$ cat src/rtl/mul_pkg.sv
// Shared constants for the sequential shift-add multiplier.
package mul_pkg;

  typedef enum logic [1:0] {
    IDLE = 2'd0,
    RUN  = 2'd1,
    DONE = 2'd2
  } state_e;

  localparam int unsigned N_ITER = 32;
  localparam logic [4:0]  CNT_LAST = 5'(N_ITER - 1);

endpackage

$ cat src/rtl/adder_32b.sv
// 32-bit ripple adder with carry in/out; the multiplier's only adder.
module adder_32b (
  input  logic [31:0] a,
  input  logic [31:0] b,
  input  logic        cin,
  output logic [31:0] sum,
  output logic        cout
);

  assign {cout, sum} = {1'b0, a} + {1'b0, b} + {32'b0, cin};

endmodule

$ cat src/rtl/mul_seq_32b.sv
// Unsigned 32x32 -> 64 shift-add multiplier, one partial product per clock.
// state | meaning
// IDLE  | waiting for start, product holds last result
// RUN   | 32 shift-add iterations, cnt counts them
// DONE  | one-cycle done pulse, product final
module mul_seq_32b
  import mul_pkg::*;
(
  input  logic        clk,
  input  logic        rst_n,
  input  logic        start,
  input  logic [31:0] a,
  input  logic [31:0] b,
  output logic        busy,
  output logic        done,
  output logic [63:0] product
);

  state_e      state_q, state_d;
  logic [4:0]  cnt_q;
  logic [31:0] m_q;
  logic [63:0] p_q;
  logic [63:0] product_q;
  logic [31:0] add_b;
  logic [31:0] sum;
  logic        cout;
  logic [63:0] p_next;
  logic        last_iter;

  // Adding zero when P[0]=0 gives the plain pass-through with c=0.
  assign add_b = p_q[0] ? m_q : 32'h0;

  adder_32b u_adder (
    .a    (p_q[63:32]),
    .b    (add_b),
    .cin  (1'b0),
    .sum  (sum),
    .cout (cout)
  );

  assign p_next    = {cout, sum, p_q[31:1]};
  assign last_iter = (cnt_q == CNT_LAST);

  always_ff @(posedge clk or negedge rst_n) begin
    if (!rst_n) state_q <= IDLE;
    else        state_q <= state_d;
  end

  always_comb begin
    state_d = state_q;
    case (state_q)
      IDLE:    if (start) state_d = RUN;
      RUN:     if (last_iter) state_d = DONE;
      DONE:    state_d = IDLE;
      default: state_d = IDLE;
    endcase
  end

  always_comb begin
    busy = 1'b0;
    done = 1'b0;
    case (state_q)
      RUN:  busy = 1'b1;
      DONE: begin
        busy = 1'b1;
        done = 1'b1;
      end
      default: ;
    endcase
  end

  always_ff @(posedge clk or negedge rst_n) begin
    if (!rst_n) begin
      cnt_q     <= 5'd0;
      m_q       <= 32'h0;
      p_q       <= 64'h0;
      product_q <= 64'h0;
    end else begin
      if (state_q == IDLE && start) begin
        m_q   <= a;
        p_q   <= {32'h0, b};
        cnt_q <= 5'd0;
      end else if (state_q == RUN) begin
        p_q   <= p_next;
        cnt_q <= cnt_q + 5'd1;
        if (last_iter) product_q <= p_next;
      end
    end
  end

  assign product = product_q;

endmodule

$ cat config.mk
export PLATFORM = sky130hd
export DESIGN_NAME = mul_seq_32b
export DESIGN_NICKNAME = d
export VERILOG_FILES = /design/src/rtl/mul_pkg.sv /design/src/rtl/adder_32b.sv /design/src/rtl/mul_seq_32b.sv
export SDC_FILE = /design/constraint.sdc
export NUM_CORES = 1
export LEC_CHECK = 0
export CORE_AREA = 2 2 127 129
export CTS_CLUSTER_SIZE = 28
export DETAILED_ROUTE_END_ITERATION = 7
export DIE_AREA = 0 0 129 131
export HOLD_SLACK_MARGIN = 0.1
export PLACE_DENSITY = 0.83
export SYNTH_ARGS = -nofsm -noshare
export SYNTH_HDL_FRONTEND = slang
export SYNTH_SLANG_ARGS = --single-unit
$ cat constraint.sdc
create_clock -name clk -period 6.5 [get_ports clk]
set_input_delay 0.65 -clock clk [delete_from_list [all_inputs] [get_ports clk]]
set_output_delay 0.65 -clock clk [all_outputs]
set_load 0.01 [all_outputs]
* Yosys cells after proc, flatten, opt, wreduce, memory -nomap -nowiden
Cells that the tools add are included.
Storage, ports and cells: flip-flop bits (word level) 167, bits in latches 0, bits in writable memories 0, ROM bits 0, input port bits 67, output and inout port bits 66, word-level logic and storage cells 29, memories 0
Operators by class: add/subtract/negate cells 2, multipliers 0, divide/modulo/power cells 0, order comparisons 0, eq/ne operators 5, shifts and indexed selects 0, muxes and demuxes 10, bitwise logic cells 1, reduce and logical (&&, ||, !) cells 6
Operators with widths (number):
- two-way mux 64 bit | 2
- adder 32 x 32 -> 33 bit | 1
- two-way mux 32 bit | 1
- two-way mux 5 bit | 2
- adder 5 x 1 -> 5 bit (second input constant) | 1
- equality test 5 bit (second input constant) | 1
- two-way mux 2 bit | 2
- != test 2 bit (second input constant) | 2
- case mux 2 bit (2 select lines) | 1
- AND reduction 3 bit | 1
- equality test 2 x 1 -> 1 bit (second input constant) | 1
- equality test 2 bit (second input constant) | 1
- logical NOT 2 bit | 1
- two-way mux 1 bit | 2
- AND reduction 2 bit | 1
- nonzero test 2 bit | 1
- OR reduction 2 bit | 1
- logical AND 1 bit | 1
- inverter 1 bit | 1

* Logic depth before layout (Yosys ltp)
depth after elaboration 4, depth in mapped cells 13, depth with buffers taken out 12

* Cells and area by module
From an unflattened synthesis, not the netlist that was laid out.
Second synthesis, totals: cells, all modules 831, area total of the unflattened synthesis 8899.8 um^2
By module, submodules not included:
- mul_seq_32b | times used 1, cells an instance 586, area each 7160.6 um^2, sequential area each 4179.0 um^2
- adder_32b | times used 1, cells an instance 245, area each 1739.2 um^2, sequential area each 0.0 um^2

* Least setup slack after synthesis
No wires, ideal clock.
path type register to register, from reg p_q[0], to reg product_q[53] (netlist: product[53]), library setup time 0.125 ns, arrival 2.675 ns, path slack 3.701 ns, cell stages (with the launch flop) 12, buffers on the path 1, cell sequence dfrtp_1 clkbuf_1 and2_1 fa_1 a21oi_1 o21ai_1 a221oi_2 o31ai_2 a21oi_2 o21ai_0 xor2_1 mux2_2
Between the ends: longest elaborated chain between the ends 2
RTL lines:
- start, declared | line mul_seq_32b.sv:22 | logic [63:0] p_q;
- start signal, assigned | line mul_seq_32b.sv:81 | p_q <= {32'h0, b};
- start signal, assigned | line mul_seq_32b.sv:84 | p_q <= p_next;
- two-way mux 32 bit | line mul_seq_32b.sv:31 | assign add_b = p_q[0] ? m_q : 32'h0;
- adder 32 x 32 -> 33 bit | line adder_32b.sv:10 | assign {cout, sum} = {1'b0, a} + {1'b0, b} + {32'b0, cin};
- end signal, assigned | line mul_seq_32b.sv:86 | if (last_iter) product_q <= p_next;
- end, declared | line mul_seq_32b.sv:23 | logic [63:0] product_q;
Every way passes these cells. A chain may end at the register's enable or synchronous reset.

* Worst setup path in the final report
from reg p_q[0], to reg product_q[61] (netlist: product[61])
The elaborated chain is that of the path after synthesis.

==> impl_metrics.json <==
{
  "outcome": "finished, final reports clean",
  "antenna_found_initial": 0,
  "clockBufferDepth": 2,
  "synth_area_leader_cell": "dfrtp_1",
  "io_buffers": 132,
  "synth_edf_count": 0,
  "postRouteAntennaNets": 0,
  "ir_worst_vdd_mv": 0.221,
  "setup_viol": 0,
  "path_max_fanout": 33,
  "cts_tree": "yes",
  "synth_most_common_cell": "dfrtp_1",
  "start_util_pct": 55.0,
  "die_w_um": 129,
  "vias_per_cell": 5.41,
  "fp.dieArea_mm2": 0.0169,
  "syn_avg_cell_area_um2": 10.4,
  "max-slew-margin-rel_pct": 27.8,
  "synthDistinctLibCells": 57,
  "ys.flop_type": "dfrtp_1",
  "grt_pass1_wl_um": 31900,
  "fillers": 1199,
  "critPathKind": "flop to flop",
  "critPathTopFamily": "compound AO/OA/AOI/OAI gates",
  "cp_slowest_stage_delay_ns": 0.73,
  "dpl.hpwl_um": 12600,
  "synth_area_mm2": 0.00858,
  "first_global_vias": 6464,
  "yosysWarnings": 0,
  "drt_iter0_markers": 299,
  "crit_buf_inv": 0,
  "seq_area_frac_synth_pct": 48.7,
  "worstHoldPathType": "primary input to async pin",
  "postCtsSetupBuffers": 0,
  "syn2layout_area_growth_pct": 23.6,
  "rows": 46,
  "ys_top_cells_by_count": "dfrtp_1 (167), nand2_1 (158), mux2i_1 (59)",
  "leakage_nw": 5.14,
  "clock_skew_ns": 0.00977,
  "multi_input_area_mm2": 0.00414,
  "die_h_um": 131,
  "yosys.area.top_type_share_pct": 48.7,
  "rr_endpoint": "product[61]",
  "routed_wl_um": 19200,
  "synth.area.top_cells": "dfrtp_1 (49%), mux2_2 (7.2%), nand2_1 (6.9%), mux2i_1 (6.9%), ha_1 (5.5%)",
  "grt_start_max_net_pins": 100,
  "coreArea_mm2": 0.0156,
  "power.total_mw": 4.28,
  "cts_root_buf": "clkbuf_16",
  "gr-usage-all-layers_pct": 24.1,
  "r2r_cells": 12,
  "layout-drive-gt1-share_pct": 11.6,
  "slew_violations": 0,
  "vias": 6295,
  "rsz0062_at_grt": "no",
  "cts.repair.resized": 0,
  "cts_sinks": 167,
  "power_density_mw_per_mm2": 404,
  "hold_buffers": 0,
  "synth_seq_cells": 167,
  "cp_data_arrival_time_ns": 3.98,
  "synthArstFlopShare_pct": 100,
  "crit_chain": "and2_1, ha_1, fa_1, a21oi_1, o21ai_1, a221oi_2, o31ai_2, a21oi_2, o311a_4, o21bai_1, xnor2_1, o21ai_0",
  "fin_crit_ns": 3.72,
  "overflow": 0,
  "hold_violations": 0,
  "setup_tns_ns": 0,
  "pin_count": 133,
  "drc": 0,
  "fmax_ghz": 0.269,
  "ctsHtreeMaxLevel": 4,
  "crit_path_end_kind": "flop",
  "clk-insertion-delay-late_ns": 0.42,
  "routedWlPerCell_um": 16.5,
  "finalNetCount": 1042,
  "syn_nets": 930,
  "finalCritPeriodShare_pct": 57.2,
  "crit_slowest_cell": "dfrtp_1",
  "maxCapViolations": 0,
  "cp.required_ns": 6.76,
  "register_area_mm2": 0.00418,
  "dr.pass1.iters": 5,
  "path_clk_slew_ns": 0.06,
  "worst_pin_slew_ns": 1.08,
  "numCtsBuffers": 17,
  "gp_congestion": 0.890,
  "startpoint_type": "flop",
  "r2r_slack_ns": 2.78,
  "num_antenna_cells": 0,
  "r2r_start": "p_q[0]",
  "syn_inst": 824,
  "whs_ns": 0.333
}
per-layer routing:
metal  wire, um  vias up  GRT usage, %
met5          0        -             0
met3       1380       18          8.27
li1           -     3049             -
met1       8470     3057          30.6
met2       9190      171          39.5
met4        181        0          7.35
worst max-delay path by stage:
stage / from / to / slack, ns / depth (start not counted)
after floorplan: p_q[0] / product[53] / 3.70 / 11
after global placement: p_q[0] / p_q[59] / 3.00 / 12
after detailed placement: p_q[0] / product[61] / 2.82 / 12
after CTS: p_q[0] / product[61] / 2.81 / 12
after global routing: p_q[0] / product[61] / 2.48 / 12
final: p_q[0] / product[61] / 2.78 / 12
area by class of cell:
cell class / instances / share of cell area [%]
Clock buffer: 19 / 4.18
Timing Repair Buffer: 136 / 12.8
Multi-Input combinational cell: 603 / 39.1
Sequential cell: 167 / 39.4
Tap cell: 216 / 2.55
Inverter: 11 / 0.389
Clock inverter: 12 / 1.68
state kept, by name (all words and copies together) (netlist names):
register  cells
cnt_q         5
m_q          32
state_q       2
p_q          64
product      64
cells in the final DEF (no fill, tap or decap), types with 5 or more instances in the layout:
master	Yosys	final
a21oi_1	31	31
mux2_2	55	55
ha_1	38	37
dfrtp_1	167	167
mux2i_1	59	59
clkbuf_16	0	17
o21bai_1	5	5
nand4_1	7	7
a21o_1	14	14
nand3_1	9	8
xnor2_1	21	21
inv_1	11	11
and2_1	33	32
clkdlybuf4s50_1	0	131
xor2_1	12	12
o21ai_0	57	57
nor2_1	47	47
nand2_1	158	158
o21ai_1	5	5
where the power goes:
part	switching [mW]	total, mW	leakage, nW	internal (mW)
registers	0.227	1.56	2.20	1.34
logic	0.963	1.65	2.64	0.689
clock network	0.412	1.06	0.303	0.651
logic make-up (layout without fill, tap and decap cells):
kind of cell             after synthesis  count (layout)  share of synthesized area, %
adder cells (fa/ha/maj)               39              39                          5.77
AND/OR/NAND/NOR                      273             273                          14.0
buffers and inverters                 54             178                          3.38
XOR/XNOR                              33              33                          3.37
AO/OA/AOI/OAI                        144             144                          10.7
multiplexers                         114             114                          14.1
flip-flops                           167             167                          48.7
per-stage QoR:
stage          utilization, %  area [um^2]  instances  setup slack, ns
2_1_floorplan               -         8580        824             3.70
3_3_place_gp             64.0         9980       1133             3.00
3_5_place_dp             64.0         9980       1133             2.82
4_1_cts                  68.0        10600       1164             2.81
5_1_grt                  68.0        10600       1164             2.48
6_report                 68.0        10600       1164             2.78
No activity file was read; power rests on OpenSTA's default activity.
